## src/rtl/univ_shift_reg.sv

```systemverilog
// Universal shift register: hold, shift L/R, rotate L/R, parallel load and clear,
// with serial taps on both ends and a saturating shift counter that pulses
// frame_done once a full word has been shifted through.
module univ_shift_reg #(
  parameter int                 WIDTH   = 4,
  parameter logic [WIDTH-1:0]   RST_VAL = '0,
  localparam int                CW      = $clog2(WIDTH + 1)
) (
  input  logic             clk,
  input  logic             rst,
  input  logic [2:0]       mode,
  input  logic [WIDTH-1:0] din,
  input  logic             sin_r,
  input  logic             sin_l,
  output logic [WIDTH-1:0] q,
  output logic [WIDTH-1:0] qbar,
  output logic             sout_r,
  output logic             sout_l,
  output logic [CW-1:0]    shift_cnt,
  output logic             frame_done
);

  localparam logic [2:0] M_HOLD  = 3'b000;
  localparam logic [2:0] M_SHR   = 3'b001;
  localparam logic [2:0] M_SHL   = 3'b010;
  localparam logic [2:0] M_LOAD  = 3'b011;
  localparam logic [2:0] M_ROTR  = 3'b100;
  localparam logic [2:0] M_ROTL  = 3'b101;
  localparam logic [2:0] M_CLEAR = 3'b110;

  localparam logic [CW-1:0] CNT_MAX = CW'(WIDTH);

  // Counter stops at WIDTH so that only the first completed frame pulses.
  function automatic logic [CW-1:0] sat_inc(input logic [CW-1:0] c);
    logic [CW-1:0] r;
    r = (c == CNT_MAX) ? c : c + 1'b1;
    return r;
  endfunction

  logic [WIDTH-1:0] q_nxt;
  logic [CW-1:0]    cnt_nxt;
  logic             fd_nxt;
  logic             is_shift;

  // Next register contents, counter value and frame pulse from the selected mode.
  always_comb begin
    q_nxt    = q;
    cnt_nxt  = shift_cnt;
    is_shift = 1'b0;
    unique case (mode)
      M_SHR:   begin q_nxt = {sin_r, q[WIDTH-1:1]};      is_shift = 1'b1; end
      M_SHL:   begin q_nxt = {q[WIDTH-2:0], sin_l};      is_shift = 1'b1; end
      M_LOAD:  begin q_nxt = din;                        cnt_nxt  = '0;   end
      M_ROTR:  begin q_nxt = {q[0], q[WIDTH-1:1]};       is_shift = 1'b1; end
      M_ROTL:  begin q_nxt = {q[WIDTH-2:0], q[WIDTH-1]}; is_shift = 1'b1; end
      M_CLEAR: begin q_nxt = '0;                         cnt_nxt  = '0;   end
      default: q_nxt = q;  // HOLD and reserved 3'b111
    endcase
    if (is_shift) cnt_nxt = sat_inc(shift_cnt);
    // Pulse only on the WIDTH-1 -> WIDTH transition, never while saturated.
    fd_nxt = is_shift && (shift_cnt == CNT_MAX - 1'b1);
  end

  // State registers; qbar is loaded from the same next value so it never lags q.
  always_ff @(posedge clk) begin
    if (rst) begin
      q          <= RST_VAL;
      qbar       <= ~RST_VAL;
      shift_cnt  <= '0;
      frame_done <= 1'b0;
    end else begin
      q          <= q_nxt;
      qbar       <= ~q_nxt;
      shift_cnt  <= cnt_nxt;
      frame_done <= fd_nxt;
    end
  end

  // Serial outputs are plain taps of the register ends.
  always_comb begin
    sout_r = q[0];
    sout_l = q[WIDTH-1];
  end

endmodule

```

## config.mk

```make
export PLATFORM = sky130hd
export DESIGN_NAME = univ_shift_reg
export DESIGN_NICKNAME = d
export VERILOG_FILES = /design/src/rtl/univ_shift_reg.sv
export SDC_FILE = /design/constraint.sdc
export NUM_CORES = 1
export LEC_CHECK = 0
export CAP_MARGIN = 20
export CELL_PAD_IN_SITES_DETAIL_PLACEMENT = 0
export CELL_PAD_IN_SITES_GLOBAL_PLACEMENT = 2
export CORE_AREA = 2 2 59 61
export DETAILED_ROUTE_END_ITERATION = 8
export DIE_AREA = 0 0 61 63
export PLACE_DENSITY_LB_ADDON = 0.1
export SETUP_SLACK_MARGIN = 0.2
export SYNTH_ARGS = -nofsm -noshare
export SYNTH_HDL_FRONTEND = slang
export SYNTH_SLANG_ARGS = --single-unit
```

## constraint.sdc

```tcl
create_clock -name clk -period 1.95 [get_ports clk]
set_input_delay 0.4875 -clock clk [delete_from_list [all_inputs] [get_ports clk]]
set_output_delay 0.4875 -clock clk [all_outputs]
set_load 0.1 [all_outputs]
```

Word level (Yosys, flattened, before mapping) --
Index checks and enable logic that the tools add are counted.
Word-level totals: register bits after elaboration 12, output and inout bits 14
Cells by class: $add $sub $neg 1, equality and inequality tests 9, mux-type cells 5, bitwise logic cells 1, reductions and logical operators 5
Operators by type and width (number):
- $pmux W4 S6 | 1
- $eq A3 B3 Y1 const B | 4
- $eq A3 B2 Y1 const B | 3
- $mux W3 | 3
- $not A4 Y4 | 1
- $reduce_or A4 Y1 | 1
- $add A3 B1 Y3 const B | 1
- $eq A3 B1 Y1 const B | 1
- $ne A2 B2 Y1 const B | 1
- $reduce_and A2 Y1 | 1
- $reduce_bool A2 Y1 | 1
- $reduce_or A2 Y1 | 1
- $logic_and A1 B1 Y1 | 1
- $mux W1 | 1

Depth between registers and ports, before layout --
Gate-level depths: netlist of run 1.
depth in word-level cells 5, mapped depth 6

Worst setup path after synthesis of run 1 --
Ideal clock, no wire load.
path type reg-to-reg, start register shift_cnt[0], end register shift_cnt[2], data arrival time 1.941 ns, required time 1.818 ns, slack -0.122 ns, cell stages (with the launch flop) 6, path buffers 0, cell sequence dfxtp_1 inv_1 ha_1 maj3_1 a2bb2oi_1 a21oi_1
Between the ends: word-level cells in the longest chain between the ends 3, elaborated cells on any way between the ends 6
Ends and longest elaborated chain:
- start: declaration | RTL line 19 | output logic [CW-1:0] shift_cnt,
- start signal: assignment | RTL line 74 | shift_cnt <= cnt_nxt;
- $add A3 B1 Y3 / $eq A3 B3 Y1 (equally long branches) | RTL line 36 | r = (c == CNT_MAX) ? c : c + 1'b1;
- $mux W3 / $ne A2 B2 Y1 (equally long branches)
- $mux W3 / $reduce_and A2 Y1 (equally long branches)
Parallel ways exist; a longest one is shown, timed or not. The select of a mux whose other input is x is not followed. A chain may end at the register's enable or synchronous reset.

Worst setup path after layout of run 1 --
start input port mode[2], end register qbar[1]
Between the ends: word-level cells in the longest chain between the ends 3, elaborated cells on any way between the ends 8
Ends and longest elaborated chain:
- start: declaration | RTL line 11 | input logic [2:0] mode,
- $eq A3 B3 Y1 (tied with other cells) | RTL line 50 | unique case (mode)
- $pmux W4 S6 * | RTL line 50
- $not A4 Y4 * | RTL line 73 | qbar <= ~q_nxt;
- end signal: assignment | RTL line 68 | qbar <= ~RST_VAL;
- end signal: assignment | RTL line 73
- end: declaration | RTL line 16 | output logic [WIDTH-1:0] qbar,
Mark *: on every way between the ends. The rest lies on a longest branch, timed or not.

==> results of run 1 <==
[through the flow]
step / power (mW) / hold slack, ns / setup TNS [ns] / worst slack (ns)
after floorplan: 0.5450 / 0.5928 / 0 / 0.2446
after global placement: 0.7081 / 0.5159 / -1.768 / -0.2684
after detailed placement: 0.7074 / 0.5132 / -1.732 / -0.2660
after CTS: 0.9117 / 0.5273 / 0 / 0.3044
after global routing: 0.9439 / 0.5665 / 0 / 0.2254
final: 0.8992 / 0.5257 / 0 / 0.3174
[layer usage]
| layer | routed length [um] | share of wire | vias to the layer above |
|---|---|---|---|
| met2 | 800 | 0.41 | 22 |
| met5 | 0 | 0 | - |
| met3 | 87 | 0.044 | 2 |
| met4 | 27 | 0.014 | 0 |
| li1 | - | - | 401 |
| met1 | 1051 | 0.53 | 365 |
[worst max path at each step]
stage | startpoint | endpoint | depth (start not counted)
after floorplan | shift_cnt[0] | shift_cnt[2] | 5
after global placement | mode[1] | qbar[1] | 5
after detailed placement | mode[2] | qbar[1] | 5
after CTS | mode[2] | qbar[1] | 5
after global routing | mode[2] | qbar[1] | 5
final | mode[2] | qbar[1] | 5
[cell type report]
class,count,area [um2]
Fill cell,338,1922
Timing Repair Buffer,39,489.2
Multi-Input combinational cell,66,447.9
Sequential cell,12,249.0
Tap cell,46,57.56
Clock buffer,4,36.28
Inverter,8,30.03
[cell families after synthesis]
group | synth area share
AOI/OAI and AO/OA | 0.2622
and+or+nand+nor | 0.2117
buffers and inverters | 0.1124
DFF | 0.3127
adders and majority gates | 0.07655
xor gates and xnor gates | 0.01140
muxes | 0.01303
[tightest hold or removal path: cells and delay by family, from the launching register on]
family             cells  cell delay, ns
DFF                    1            0.36
AOI/OAI and AO/OA      2            0.14
[cell usage in the layout (no fill, tap or decap), types with 3 or more instances in the layout]
cell type        Yosys  routed
clkdlybuf4s50_1      0       7
dfxtp_2              0       7
a21oi_1              7       6
dfxtp_1             12       5
buf_12               0      14
nor2_1               6       6
dlygate4sd2_1        0       3
inv_1                8       8
o21ai_0              6       6
clkbuf_4             0       3
ha_1                 3       3
nand3_1              3       3
buf_4                2      15
a21oi_2              2       3
o21ai_1              4       4
nand2_1              4       4
[power by group]
| part | switching [mW] | internal, mW |
|---|---|---|
| clock network | 0.0877 | 0.113 |
| registers | 0.0275 | 0.266 |
| logic | 0.242 | 0.162 |
==> impl_metrics.csv, run 1 <==
group,metric,value,unit
hold_path,min_to,"shift_cnt[1]",
sta,grt_setup_unrepaired,"no",
sta,fmax,0.6125,GHz
grt,gr-usage-all-layers,0.1170,
setup_path,crit_path_cell_trace,"dlygate4sd2_1 > inv_1 > a21oi_2 > o21ai_1 > or4_1",
clock_tree,numCtsBuffers,3,
power,power.density,686.4,mW/mm2
drt,first_pass_iters,4,
finish,fin_nets,144,
setup_path,crit_slowest_cell,"or4_1",
synthesis,synth-edff-count,0,
synthesis,yosysUniqueCellTypes,38,
drt,drtIter0Drc,23,
sta,hold_viol,0,
finish,antenna_cells,0,
clock_tree,cts_resized,5,
setup_path,cp_slowest_stage_delay,0.51,ns
floorplanning,die_area,0.003843,mm2
synthesis,yosys.area.top_type,"dfxtp_1",
setup_path,cp-end-kind,"flop",
grt,grt_pass1_wl,3.381,mm
power,vdd_drop_max,0.1842,mV
floorplanning,start_util,0.2377,
drt,antenna_left,0,
setup_path,critical_path_class,"in -> reg",
grt,grt_pass1_vias,734,
drt,dr_total_vias,790,
clock_tree,htreeDepth,1,
clock_tree,clk-insertion-delay-late,0.27,ns
setup_path,reg2reg_to,"shift_cnt[2]",
clock_tree,tritoncts,"yes",
sta,finalCritPeriodShare,0.8372,
grt,overflow,0,
setup_path,worst-r2r-setup-slack,0.53,ns
grt,grt_antenna_before_repair,0,
synthesis,postSynthNetCount,108,
drt,vias_per_cell,4.514,
hold_path,min_from,"shift_cnt[1]",
floorplanning,ios,25,
hold_path,hp-class,"reg -> reg",
clock_tree,cts_setup_buffers,0,
synthesis,ys_seq_elements,12,
setup_path,arrival,1.78,ns
sta,finalCriticalPeriod,1.633,ns
synthesis,yosysMostFrequentCell,"dfxtp_1",
flow_run,drv_cap,0,
sta,finalSetupViolCount,0,
clock_tree,cts_hold_buf,0,
synthesis,netlist_area,768.2,um2
setup_path,path_buf_inv,2,
floorplanning,core-area,0.003232,mm2
drt,drc,0,
floorplanning,die_h,63,um
drt,drt-wirelength-per-cell,11.24,um
synthesis,ys.flop_type,"dfxtp_1",
hold_path,whs_path_depth,2,
sta,finalMaxSlewViolations,0,
grt,met3_usage,0.02070,
place,port_buffers,24,
finish,final_layout_size_suffix_gt1_frac,0.3798,
clock_tree,cts.clk_slew.worst_paths,0.08,ns
synthesis,syn_avg_cell_area,8.173,um2
setup_path,required,2.10,ns
synthesis,synthArstFlopShare,0,
setup_path,crit_fanout,10,
clock_tree,cts_max_path_buffers,2,
place,dpl-instance-area,0.001271,mm2
finish,area_growth_syn_to_layout,70.52,%
synthesis,synthCells,94,
synthesis,yosysSeqAreaShare,0.3127,
outcome,outcome,"finished clean",
grt,grt_most_used_layer,"met1",
synthesis,synth_top_area_share,0.3127,
sta,worst_slew_pin_slew,0.2816,ns
finish,final_core_util,0.4053,
setup_path,worstReg2RegStart,"shift_cnt[0]",
grt,grt_max_degree,13,
synthesis,synth_commonest_cells,"12 x dfxtp_1, 8 x inv_1, 7 x a21oi_1, 6 x nor2_1, 6 x o21ai_0",
finish,final_cell_area,0.001310,mm2
place,dpl.hpwl,1.604,mm
setup_path,cpLargestDelayFamily,"buffers and inverters",
synthesis,ys_warn_count,0,
clock_tree,clock-root-buffer,"clkbuf_4",
floorplanning,core.rowCount,21,
grt,met1_usage,0.1816,
floorplanning,die_w,61,um
setup_path,worstRegToRegCells,5,
sta,slew_headroom,0.8123,
finish,fin_cells,175,
place,place_congestion,0.7672,
place,placed_cells,171,
drt,drt_wl_total,1.967,mm
synthesis,synth_area_leaders,"dfxtp_1 31%, ha_1 4.9%, a21oi_1 4.6%",
grt,grt_use_met2,0.1492,
clock_tree,cts.sinks,12,
sta,clock_skew,0.001620,ns
power,p_leak,0.5330,nW
setup_path,startpoint_type,"input port",
(Power assumes the default switching activity.)
==> inputs of run 2 (changes only) <==
Settings changed: CORE_AREA 2 2 59 61 to 2 2 63 65, DIE_AREA 0 0 61 63 to 0 0 65 67.
Clock period 1.95 ns to 1.4 ns, I/O delays scaled along.
==> run 2 against run 1 <==
- cell count up 11%
- clock skew grew 0.00052 ns
- core utilization increased by 7.1 points
- wire length is 22% higher
- total power rose by 62%
- critical path type unchanged
- critical endpoint is now qbar[2]
==> impl_metrics.csv, run 2 (synthesis results as in run 1) <==
group,metric,value,unit
outcome,outcome,"finished clean",
sta,fmax,0.7422,GHz
clock_tree,numCtsBuffers,3,
finish,final_common_cell,"buf_4",
setup_path,crit_fanout,4,
finish,final_layout_size_suffix_gt1_frac,0.6939,
floorplanning,die_h,67,um
floorplanning,die_w,65,um
place,post-place-ws,-0.6028,ns
sta,finalWorstSetupSlack,0.05263,ns
setup_path,endpoint,"qbar[2]",
sta,finalSetupViolCount,0,
setup_path,reg2reg_to,"shift_cnt[2]",
finish,area_growth_syn_to_layout,123.8,%
setup_path,worstRegToRegCells,5,
place,dpl.hpwl,1.696,mm
place,place_congestion,0.7405,
place,port_buffers,24,
floorplanning,core-area,0.003606,mm2
sta,finalCriticalPeriod,1.347,ns
drt,dr_total_vias,890,
sta,grt_setup_unrepaired,"yes",
drt,drtIter0Drc,10,
clock_tree,clk-insertion-delay-late,0.24,ns
grt,grt_antenna_before_repair,0,
setup_path,critical_path_class,"in -> reg",
clock_tree,cts.clk_slew.worst_paths,0.06,ns
clock_tree,cts.sinks,12,
finish,antenna_cells,0,
clock_tree,tritoncts,"yes",
drt,vias_per_cell,4.564,
flow_run,drv_cap,0,
clock_tree,htreeDepth,1,
sta,hold_viol,0,
sta,worst_slew_pin_slew,0.2962,ns
setup_path,arrival,1.46,ns
grt,overflow,0,
floorplanning,start_util,0.2130,
setup_path,required,1.51,ns
grt,grt_pass1_wl,3.815,mm
drt,first_pass_iters,4,
drt,drt-wirelength-per-cell,12.33,um
finish,fin_nets,162,
power,vdd_drop_max,0.2932,mV
power,power.density,847.9,mW/mm2
floorplanning,ios,25,
power,p_leak,0.7012,nW
drt,antenna_left,0,
drt,drc,0,
grt,gr-usage-all-layers,0.1120,
sta,finalCritPeriodShare,0.9624,
grt,grt_pass1_vias,840,
clock_tree,cts_hold_buf,0,
setup_path,startpoint_type,"input port",
drt,drt_wl_total,2.405,mm
floorplanning,core.rowCount,22,
sta,clock_skew,0.002145,ns
finish,final_cell_mix,"23 x buf_4, 15 x buf_12, 11 x buf_6, 7 x dfxtp_4, 6 x o21ai_1",
sta,slew_headroom,0.8009,
setup_path,startpoint,"mode[2]",
setup_path,worstReg2RegStart,"shift_cnt[0]",
sta,fin_hold_ws,0.5309,ns
clock_tree,cts_max_path_buffers,2,
setup_path,worst-r2r-setup-slack,0.22,ns
floorplanning,die_area,0.004355,mm2
clock_tree,clock-root-buffer,"clkbuf_8",
setup_path,cp-end-kind,"flop",
grt,grt_max_degree,13,
sta,finalMaxSlewViolations,0,
hold_path,hp-class,"reg -> reg",
[run 2: changes by cell type in the layout (fill, tap and decap cells not counted), moves of 4 or more]
| cell | previous run | this run |
|---|---|---|
| o21ai_0 | 6 | 0 |
| dfxtp_1 | 5 | 1 |
| buf_4 | 15 | 23 |
| buf_6 | 0 | 11 |
| dfxtp_4 | 0 | 7 |
| clkdlybuf4s50_1 | 7 | 2 |
[run 2: stage by stage]
stage | cells | instance area [um2] | power [mW] | util | TNS [ns]
after floorplan | 94 | 860.8 | 0.7813 | - | -0.01033
after global placement | 177 | 1365 | 1.013 | 0.3786 | -5.901
after detailed placement | 177 | 1365 | 1.013 | 0.3786 | -6.041
after CTS | 192 | 1580 | 1.416 | 0.4382 | 0
after global routing | 195 | 1719 | 1.525 | 0.4768 | 0
final | 195 | 1719 | 1.458 | 0.4768 | 0
[run 2: how the worst min path moves through the flow]
stage	startpoint	to	cells past startpoint
floorplan	rst	qbar[2]	1
global placement	shift_cnt[1]	shift_cnt[1]	2
detailed placement	shift_cnt[1]	shift_cnt[1]	2
CTS	shift_cnt[1]	shift_cnt[1]	2
global route	flop	flop	2
finish	flop	flop	2
[run 2: layout make-up]
cell class | count | area, um2
Tap cell | 48 | 60.06
Fill cell | 340 | 1887
Multi-Input combinational cell | 66 | 630.6
Clock buffer | 4 | 45.04
Inverter | 8 | 32.53
Timing Repair Buffer | 57 | 679.4
Sequential cell | 12 | 271.5
[run 2: what timing repair did]
item	CTS	global route
endpoints found under the hold margin	0	0
cloned	1	0
pin swaps	17	11
buffers inserted	10	3
endpoints found under the setup margin	12	11
resized for setup	46	27
[run 2: critical path, cell delays in order]
cell	delay, ns
buf_6	0.10
buf_6	0.11
nor2b_4	0.12
a21oi_2	0.12
buf_4	0.12
nor2_2	0.03
or4_1	0.50
[run 2: report_power, final]
part           internal [mW]  total [mW]  switching, mW  leakage [nW]
registers              0.369       0.412         0.0429         0.103
logic                  0.317       0.712          0.395         0.575
clock network          0.201       0.333          0.133        0.0228
[run 2: per-layer routing]
layer	up-vias	share of wire	global-route usage
met5	-	0	0
met3	4	0.056	0.01014
met2	25	0.46	0.1714
met1	417	0.46	0.1549
met4	0	0.019	0.05851
li1	444	-	-
==> inputs of run 3 (changes only) <==
Settings changed: CTS_CLUSTER_DIAMETER from default to 40.
==> results of run 3 <==
The final DEF is identical to that of run 2; final timing and power are the same.
